--- config.mk ---
export PLATFORM = sky130hd
export DESIGN_NAME = time_count
export DESIGN_NICKNAME = d
export VERILOG_FILES = /design/src/rtl/time_count.sv
export SDC_FILE = /design/constraint.sdc
export NUM_CORES = 1
export LEC_CHECK = 0
export ABC_AREA = 0
export CAP_MARGIN = 10
export CORE_MARGIN = 5
export CORE_UTILIZATION = 50
export DETAILED_ROUTE_END_ITERATION = 8
export PLACE_DENSITY = 0.81
export SLEW_MARGIN = 40
export SYNTH_ARGS = -nofsm -noshare
export SYNTH_HDL_FRONTEND = slang
export SYNTH_SLANG_ARGS = --single-unit
--- constraint.sdc ---
create_clock -name clk -period 10.3 [get_ports clk]
set_input_delay 2.575 -clock clk [delete_from_list [all_inputs] [get_ports clk]]
set_output_delay 2.575 -clock clk [all_outputs]
set_load 0.01 [all_outputs]
--- src/rtl/time_count.sv ---
// time_count: 24-hour time-of-day counter with prescaler, delayed load from the set bus,
// registered BCD digits and second/day strobes.
module time_count #(
   parameter int CLK_FREQ = 50_000_000,
   parameter int CNT_W    = 26
) (
   input  logic       clk,
   input  logic       rst,
   input  logic       load_req,
   input  logic       run,
   input  logic [7:0] hour_set,
   input  logic [7:0] min_set,
   input  logic [7:0] sec_set,
   output logic [7:0] hour,
   output logic [7:0] min,
   output logic [7:0] sec,
   output logic [7:0] hour_bcd,
   output logic [7:0] min_bcd,
   output logic [7:0] sec_bcd,
   output logic       sec_tick,
   output logic       day_wrap
);
   logic             load_q, load_d;
   logic [CNT_W-1:0] cnt_q, cnt_d;
   logic [7:0]       hour_q, hour_d, min_q, min_d, sec_q, sec_d;
   logic [7:0]       hour_bcd_q, hour_bcd_d, min_bcd_q, min_bcd_d, sec_bcd_q, sec_bcd_d;
   logic             sec_tick_q, sec_tick_d, day_wrap_q, day_wrap_d;
   logic             tick, sec_end, min_end, hour_end;

   function automatic logic [7:0] to_bcd(input logic [7:0] v);
      return {4'(v / 8'd10), 4'(v % 8'd10)};
   endfunction

   // load_req is delayed one cycle so the set bus has settled when it is captured
   always_comb begin
      load_d     = load_req;
      tick       = run && !load_q && (cnt_q == CNT_W'(CLK_FREQ - 1));
      sec_end    = sec_q == 8'd59;
      min_end    = min_q == 8'd59;
      hour_end   = hour_q == 8'd23;
      cnt_d      = (load_q || tick) ? '0 : run ? cnt_q + 1'b1 : cnt_q;
      sec_d      = load_q ? (sec_set > 8'd59 ? 8'd0 : sec_set)
                 : tick ? (sec_end ? 8'd0 : sec_q + 8'd1) : sec_q;
      min_d      = load_q ? (min_set > 8'd59 ? 8'd0 : min_set)
                 : (tick && sec_end) ? (min_end ? 8'd0 : min_q + 8'd1) : min_q;
      hour_d     = load_q ? (hour_set > 8'd23 ? 8'd0 : hour_set)
                 : (tick && sec_end && min_end) ? (hour_end ? 8'd0 : hour_q + 8'd1) : hour_q;
      sec_tick_d = tick;
      day_wrap_d = tick && sec_end && min_end && hour_end;
      hour_bcd_d = to_bcd(hour_d);
      min_bcd_d  = to_bcd(min_d);
      sec_bcd_d  = to_bcd(sec_d);
   end

   always_ff @(posedge clk or posedge rst) begin
      if (rst) begin
         load_q     <= 1'b0;
         cnt_q      <= '0;
         hour_q     <= 8'd0;
         min_q      <= 8'd0;
         sec_q      <= 8'd0;
         hour_bcd_q <= 8'd0;
         min_bcd_q  <= 8'd0;
         sec_bcd_q  <= 8'd0;
         sec_tick_q <= 1'b0;
         day_wrap_q <= 1'b0;
      end else begin
         load_q     <= load_d;
         cnt_q      <= cnt_d;
         hour_q     <= hour_d;
         min_q      <= min_d;
         sec_q      <= sec_d;
         hour_bcd_q <= hour_bcd_d;
         min_bcd_q  <= min_bcd_d;
         sec_bcd_q  <= sec_bcd_d;
         sec_tick_q <= sec_tick_d;
         day_wrap_q <= day_wrap_d;
      end
   end

   assign hour     = hour_q;
   assign min      = min_q;
   assign sec      = sec_q;
   assign hour_bcd = hour_bcd_q;
   assign min_bcd  = min_bcd_q;
   assign sec_bcd  = sec_bcd_q;
   assign sec_tick = sec_tick_q;
   assign day_wrap = day_wrap_q;
endmodule

## Word level (Yosys, flattened, before mapping)

Index checks and enable logic that the tools add are counted.

| cells by class | value |
|---|---|
| divide/modulo/power cells | 6 |
| $mul | 0 |
| equal/unequal tests | 4 |
| add/subtract/negate cells | 4 |
| multiplexer cells | 14 |
| magnitude comparators | 3 |
| reductions and logical operators | 8 |
| shifts and indexed selects | 0 |
| bitwise logic cells | 0 |

Operator list:

| operator | number |
|---|---|
| 8-bit two-way mux | 12 |
| 26-bit two-way mux | 2 |
| 26-bit by 1-bit adder with 26-bit output (second input constant) | 1 |
| 26-bit equality test (second input constant) | 1 |
| 8-bit by 1-bit adder with 8-bit output (second input constant) | 3 |
| 8-bit by 4-bit divider with 8-bit output (second input constant) | 3 |
| 8-bit by 4-bit remainder unit with 8-bit output (second input constant) | 3 |
| 8-bit by 6-bit equality test with 1-bit output (second input constant) | 2 |
| 8-bit by 6-bit > comparator with 1-bit output (second input constant) | 2 |
| 8-bit by 5-bit equality test with 1-bit output (second input constant) | 1 |
| 8-bit by 5-bit > comparator with 1-bit output (second input constant) | 1 |
| 1-bit logical AND | 5 |
| 2-bit nonzero test | 1 |
| 1-bit zero test | 1 |
| 1-bit logical OR | 1 |

| word-level totals | value |
|---|---|
| RAM bits | 0 |
| bits in registers | 77 |
| memory bits (read-only) | 0 |
| output and inout bits | 50 |
| word-level logic and storage cells | 49 |
| memories kept | 0 |
| latch bits | 0 |

## Logic depth before layout (Yosys ltp)

Gate-level depths: netlist (run 1).

| depth | value |
|---|---|
| depth in word-level cells | 8 |
| mapped depth | 21 |
| depth with buffers taken out | 17 |

## Worst setup path after synthesis (run 1)

OpenSTA, ideal clock, no wires.

| timing path | value |
|---|---|
| kind | in2reg |
| start | input run |
| end | register sec_bcd_q[3] (netlist: sec_bcd[3]) |
| buffers on the path | 2 |
| library setup time | 0.138 ns |
| stages on the path | 17 |
| slack | 4.297 ns |
| data arrival time | 5.865 ns |
| data required time | 10.162 ns |
| cell sequence | buf_4 -> and3_1 -> nand4_4 -> o21ai_2 -> mux2_2 -> or4_4 -> a2111oi_4 -> a311oi_1 -> and3_1 -> buf_6 -> xnor2_1 -> ha_1 -> inv_1 -> nand3_1 -> o311ai_1 -> a221oi_2 -> a311oi_1 |

| between the ends | value |
|---|---|
| cells in the longest elaborated chain, start to end | 5 |

Ends and longest elaborated chain:

| what | RTL line | text |
|---|---|---|
| from (decl) | 10 | `input logic run,` |
| 1-bit logical AND (2 in a row) | 37 | `tick = run && !load_q && (cnt_q == CNT_W'(CLK_FREQ - 1));` |
| 8-bit two-way mux | 43 | `: tick ? (sec_end ? 8'd0 : sec_q + 8'd1) : sec_q;` |
| 8-bit two-way mux | 42 | `sec_d = load_q ? (sec_set > 8'd59 ? 8'd0 : sec_set)` |
| named net sec_d[1] | 25 | `logic [7:0] hour_q, hour_d, min_q, min_d, sec_q, sec_d;` |
| 8-bit by 4-bit remainder unit with 8-bit output | 31 | `return {4'(v / 8'd10), 4'(v % 8'd10)};` |
| named net sec_bcd_d[3] | 26 | `logic [7:0] hour_bcd_q, hour_bcd_d, min_bcd_q, min_bcd_d, sec_bcd_q, sec_bcd_d;` |
| to (signal assigned) | 64 | `sec_bcd_q <= 8'd0;` |
| to (signal assigned) | 75 | `sec_bcd_q <= sec_bcd_d;` |
| to (decl) | 26 |  |

The timed path passes the listed nets, and every way through them passes these cells.
A chain may end at the register's enable or synchronous reset.

## Final worst setup path (run 1)

Same ends and word-level chain as after synthesis.

==> run metrics, run 1 <==
min-delay src=cnt_q[18]; Worst Tran Pin Value=0.7855 ns; Post-synth EDFFs=0; Worst setup SP type=input port; critical-path cell list=clkdlybuf4s50_1 -> nand3_1 -> nor4_2 -> nand4_1 -> a32oi_2 -> inv_2 -> nor2_2 -> a211oi_2 -> nor4_4 -> and3_1 -> xnor2_1 -> ha_1 -> inv_1 -> nand3_1 -> o311ai_1 -> a221oi_2 -> a311oi_1; multi-input logic area=3486 sq um; final hold violation count=0; Synth Cell Area=between 5000 and 6000 sq um; Synth Net Count=686; # H-tree levels=3; Post-Route Skew=0.01194 ns; Final min period=7.021 ns; GR Util All Layers=23.08%; Setup Viol. Count Final=0; hold depth=2; P_sw=between 200 and 250 uW; Initial Util=between 50% and 60%; iteration count of the initial detailed-routing pass=5; pwr dens=116.6 nW/um^2; FILL cells=974; Final Cycle Share=roughly 68%; via count=between 5000 and 6000; Layout Nets=747; # resized after CTS=0; internal power component=561.8 uW; vias in the first global route=around 5200; Fmax achieved=142.4 MHz; crit path DAT=7.25 ns; CTS tree=yes; setup TNS=0 ns; GRT Residual Overflow=0; Post-CTS Setup Inserts=0; R2R depth=17; clk sinks=74; most common flop cell mapped by yosys=dfrtp_1; core area=roughly 11000 sq um; met3 Use GR=4.197%; max cap viols=0; worst hold path type=reg2reg; I/O Buffers=77; non-filler instance count after layout=859; RR Startpoint=load_q; register area share after synthesis=32.63%; Antenna Cells=0; Synth Warn #=0; final RePlAce weighted congestion=0.9179; Syn Inst Count=651; Post-Route WL=15.25 mm; Async SR Flop Fraction=100.0%; required time worst endpoint=10.53 ns; Yosys reg bits=74; Clk pwr share=37.5%; crit path kind=in2reg; I/O Pins=78; Die H=116.5 um; CP max stage cell=a32oi_2; commonest cells after routing, fill and taps aside=clkdlybuf4s50_1, dfrtp_1, nor2_1, nand2_1, a21oi_1; CTS root buf=clkbuf_16; met2 Usage GRT=37.68%; Slew headroom=47.15%; row cnt=39; M1 GR Usage=30.63%; hold endpoint=cnt_q[18]; R2R setup slack=roughly 5.3 ns; sequential cell area=1852 sq um; clock latency on the worst-skew pair=0.35 ns; Clock Pin Slew Worst Setup and Hold Paths=0.06 ns; sw frac=28.30%; initial antenna violation count=0; Routed Antenna Nets=0; leakage=about 2.7 nW; crit path max fanout=13; Top Usage Layer GRT=met2; post-synth cell types=around 110; detailed-route DRC error count=0; most common cell after layout, fill and taps aside=clkdlybuf4s50_1; Die ar.=roughly 14000 sq um; share of cells above drive strength 1=12.15%; Critical R2R Capture=sec_bcd[3]; Iter 0 DRT Violations=between 400 and 500; Final Max Tran Viols=0; post-layout util=between 50% and 60%; total CTS buffers=9; RSZ-0062 raised after global routing=false; WL per Instance=17.76 um; buffer depth of the longest clock path=2; cell count after placement=around 840; area grow syn2layout=18.45%; Hold Slack=approximately 0.57 ns; delay of the slowest critical-path stage=0.67 ns; detailed placer's ending HPWL=roughly 11 mm; first-pass GRT wire length=roughly 25 mm; cell repeated most along the worst path=nand3_1; pin count of the biggest net entering global routing=75; die width=roughly 120 um; sequential share of power=41.1%; cts hold-fix bufs=0; combinational power share=21.4%; status=finished clean; DR vias/cell=6.345; maximum VDD drop=86.70 uV; Syn Area/Cell=approximately 8.7 sq um; CP endpoint kind=flip-flop; Power Total=783.5 uW
[state kept, by name, indices dropped and copies added, names as in the netlist, 7 cells and up]
name / cells
hour_bcd: 8
sec_bcd: 8
cnt_q: 26
min: 7
hour: 7
sec: 7
min_bcd: 8
[cells in the mapped netlist, types with 9 or more instances]
| cell type | count | area share [%] |
|---|---|---|
| and3_1 | 11 | 1.2 |
| dfrtp_1 | 74 | 33 |
| and2_1 | 9 | 0.99 |
| nand2_1 | 63 | 4.2 |
| xor2_1 | 18 | 2.8 |
| nor2_1 | 63 | 4.2 |
| nand4_1 | 27 | 3.0 |
| xnor2_1 | 15 | 2.3 |
| nand3_1 | 30 | 2.6 |
| nor4_1 | 10 | 1.1 |
| o21ai_0 | 33 | 2.9 |
| nor3_1 | 12 | 1.1 |
| a21oi_1 | 41 | 3.6 |
| inv_1 | 17 | 1.1 |
[stage by stage]
stage | cell area [sq um] | worst slack [ns]
CTS | 6723 | 3.340
finish | 6723 | 3.279
floorplan | 5675 | 4.297
global placement | 6446 | 3.234
global route | 6723 | 2.944
detailed placement | 6450 | 3.000
[how the worst max path moves through the flow]
stage               start    endpoint  depth (start not counted)  slack, ns
floorplan             run  sec_bcd[3]                         17       4.30
global placement      run  sec_bcd[3]                         17       3.23
detailed placement    run  sec_bcd[3]                         17       3.00
CTS                   run  sec_bcd[3]                         17       3.34
global route          run  sec_bcd[3]                         17       2.94
finish                run  sec_bcd[3]                         17       3.28
[cell type report]
class                      count  area share (%)
tap                          143           2.661
clock inverter                 2          0.1861
clock buffer                  13           3.871
timing repair buffer          81           11.97
sequential                    74           27.55
multi-input combinational    517           51.85
inverter                      29           1.917
[metal layers]
metal  part of all wire, %  vias up  routed length [um]
met5                     0        -                   0
met4                   2.2        0                 341
met3                   5.9       41                 905
met2                    49      227                7514
met1                    43     2610                6492
li1                      -     2572                   -
[power by group through the flow]
stage	registers, mW	logic [mW]	clock network (mW)
final	0.322	0.168	0.294
after global routing	0.324	0.184	0.311
after CTS	0.322	0.168	0.299
after detailed placement	0.327	0.166	0
after global placement	0.326	0.162	0
after floorplan	0.333	0.0908	0
[worst max-delay path, delay by kind of cell]
kind / cells / cell delay [ns]
adder cells (fa/ha/maj): 1 / 0.25
AND/OR/NAND/NOR: 7 / 2.12
XOR/XNOR: 1 / 0.19
buffers and inverters: 3 / 0.91
AO/OA/AOI/OAI: 5 / 1.19
[cell families (layout without fill, tap and decap cells)]
family          count (synthesis)  in the layout  synth area share (%)
compound gates                174            174                 22.95
xor+xnor                       33             33                 5.093
fa+ha+maj                       8              8                 1.720
buf+inv                        60            125                 5.953
flops                          74             74                 32.63
mux                             8              8                 1.477
simple gates                  294            294                 30.18
(Power assumes the default switching activity.)
==> run 2, diff against run 1 <==
==> constraint.sdc (replaced) <==
create_clock -name clk -period 6.9 [get_ports clk]
set_input_delay 1.725 -clock clk [delete_from_list [all_inputs] [get_ports clk]]
set_output_delay 1.725 -clock clk [all_outputs]
set_load 0.01 [all_outputs]
==> run metrics, run 2 (same netlist as run 1, synthesis figures left out) <==
Slew headroom=45.91%; cts hold-fix bufs=0; FILL cells=940; Iter 0 DRT Violations=645; Clk pwr share=between 30% and 40%; Worst Tran Pin Value=a little over 0.8 ns; Worst setup SP type=input port; RR Startpoint=cnt_q[8]; DR vias/cell=6.408; internal power component=between 800 and 900 uW; via count=around 5500; Fmax achieved=161.8 MHz; max cap viols=0; first-pass GRT wire length=25.74 mm; initial antenna violation count=0; cell repeated most along the worst path=nand3_1; leakage=2.690 nW; R2R setup slack=roughly 1.9 ns; clock latency on the worst-skew pair=0.35 ns; die width=between 100 and 150 um; smallest setup slack after layout=between 0.7 and 0.8 ns; post-layout util=roughly 60%; Post-Route WL=15.52 mm; Clock Pin Slew Worst Setup and Hold Paths=0.06 ns; combinational power share=between 20% and 30%; required time worst endpoint=7.12 ns; Power Total=1.169 mW; Layout Nets=748; Post-CTS Setup Inserts=0; CTS root buf=clkbuf_16; sequential share of power=about two fifths; P_sw=339.7 uW; setup TNS=0 ns; final hold violation count=0; I/O Buffers=77; GR Util All Layers=23.52%; commonest cells after routing, fill and taps aside=clkdlybuf4s50_1, dfrtp_1, nor2_1, nand2_1, a21oi_1; R2R depth=16; Antenna Cells=0; detailed placer's ending HPWL=~11 mm; row cnt=39; maximum VDD drop=~110 uV; Post-Route Skew=0.009175 ns; WL per Instance=between 15 and 20 um; Reg with most FFs=cnt_q; delay of the slowest critical-path stage=0.73 ns; clk sinks=74; share of cells above drive strength 1=approximately an eighth; min-delay src=cnt_q[25]; final RePlAce weighted congestion=approximately 0.93; pin count of the biggest net entering global routing=49; Setup Viol. Count Final=0; crit path kind=in2reg; core area=11270 sq um; post-route cell area=6726 sq um; non-filler instance count after layout=861; hold endpoint=cnt_q[25]; total CTS buffers=9; status=finished clean; buffer depth of the longest clock path=2; Final Max Tran Viols=0; critical-path cell list=clkdlybuf4s50_1 -> nand3_1 -> nor4_2 -> nand4_1 -> a32oi_2 -> inv_2 -> nor2_2 -> a211oi_2 -> nor4_4 -> and3_1 -> xnor2_1 -> ha_1 -> inv_1 -> nand3_1 -> o311ai_1 -> a221oi_2 -> a311oi_1; Routed Antenna Nets=0; hold depth=2; I/O Pins=78; max reg flops=26; sw frac=29.05%; Critical R2R Capture=sec_bcd[3]; Initial Util=about half; # resized after CTS=0; area grow syn2layout=18.52%; Die H=116.5 um; Final Cycle Share=89.57%; vias in the first global route=5196; # H-tree levels=3; Die ar.=13580 sq um; crit path DAT=6.40 ns; detailed-route DRC error count=0; worst slack, placed=0.4993 ns; cell count after placement=845; pwr dens=173.8 nW/um^2; crit path max fanout=13; CP endpoint kind=flip-flop; Final min period=6.181 ns; CP max stage cell=a32oi_2; CTS tree=yes; iteration count of the initial detailed-routing pass=7; worst hold path type=reg2reg; Hold Slack=0.5603 ns; GRT Residual Overflow=0; Area after DPL=6454 sq um; most common cell after layout, fill and taps aside=clkdlybuf4s50_1; RSZ-0062 raised after global routing=false
## run 2: changes by cell type in the layout (fill, tap and decap cells not counted)
cell        previous run  this run
clkbuf_8               2         1
clkbuf_1               2         1
buf_4                  3         5
buf_6                  1         0
clkinv_2               1         3
clkinvlp_4             1         2
## run 2: worst max-delay path: cells and delay by family
| family | cells | cell delay, ns |
|---|---|---|
| AND/OR/NAND/NOR | 7 | 2.13 |
| AO/OA/AOI/OAI | 5 | 1.26 |
| buffers and inverters | 3 | 0.87 |
| adder cells (fa/ha/maj) | 1 | 0.22 |
| XOR/XNOR | 1 | 0.17 |
## run 2: power by group through the flow
| stage | Sequential, mW | Clock, mW | Combinational [mW] |
|---|---|---|---|
| 2_1_floorplan | 0.497 | 0 | 0.136 |
| 3_3_place_gp | 0.487 | 0 | 0.242 |
| 3_5_place_dp | 0.489 | 0 | 0.247 |
| 4_1_cts | 0.481 | 0.444 | 0.248 |
| 5_1_grt | 0.485 | 0.464 | 0.272 |
| 6_report | 0.481 | 0.439 | 0.249 |
## run 2: layout make-up
cell class	instances	area, sq um	share of cell area [%]
clock inverters	5	30.03	0.4464
clock buffers	11	242.7	3.609
well taps	143	178.9	2.660
repair buffers	82	808.3	12.02
multi-input cells	517	3486	51.82
inverters	29	128.9	1.916
flip-flops and latches	74	1852	27.53
## run 2: worst max-delay path by stage
stage | to | slack (ns) | from
CTS | sec_bcd[3] | 0.86 | run
floorplan | sec_bcd[3] | 1.75 | run
finish | sec_bcd[3] | 0.72 | run
global route | sec_bcd[3] | 0.43 | run
global placement | sec_bcd[3] | 0.67 | run
detailed placement | sec_bcd[3] | 0.50 | run
## run 2: routing by layer
layer	vias to the layer above	track usage [%]	share of wire [%]
met4	0	7.492	2.1
met5	-	0	0
met3	34	3.834	5.8
met2	224	38.48	49
li1	2590	-	-
met1	2669	32.01	43
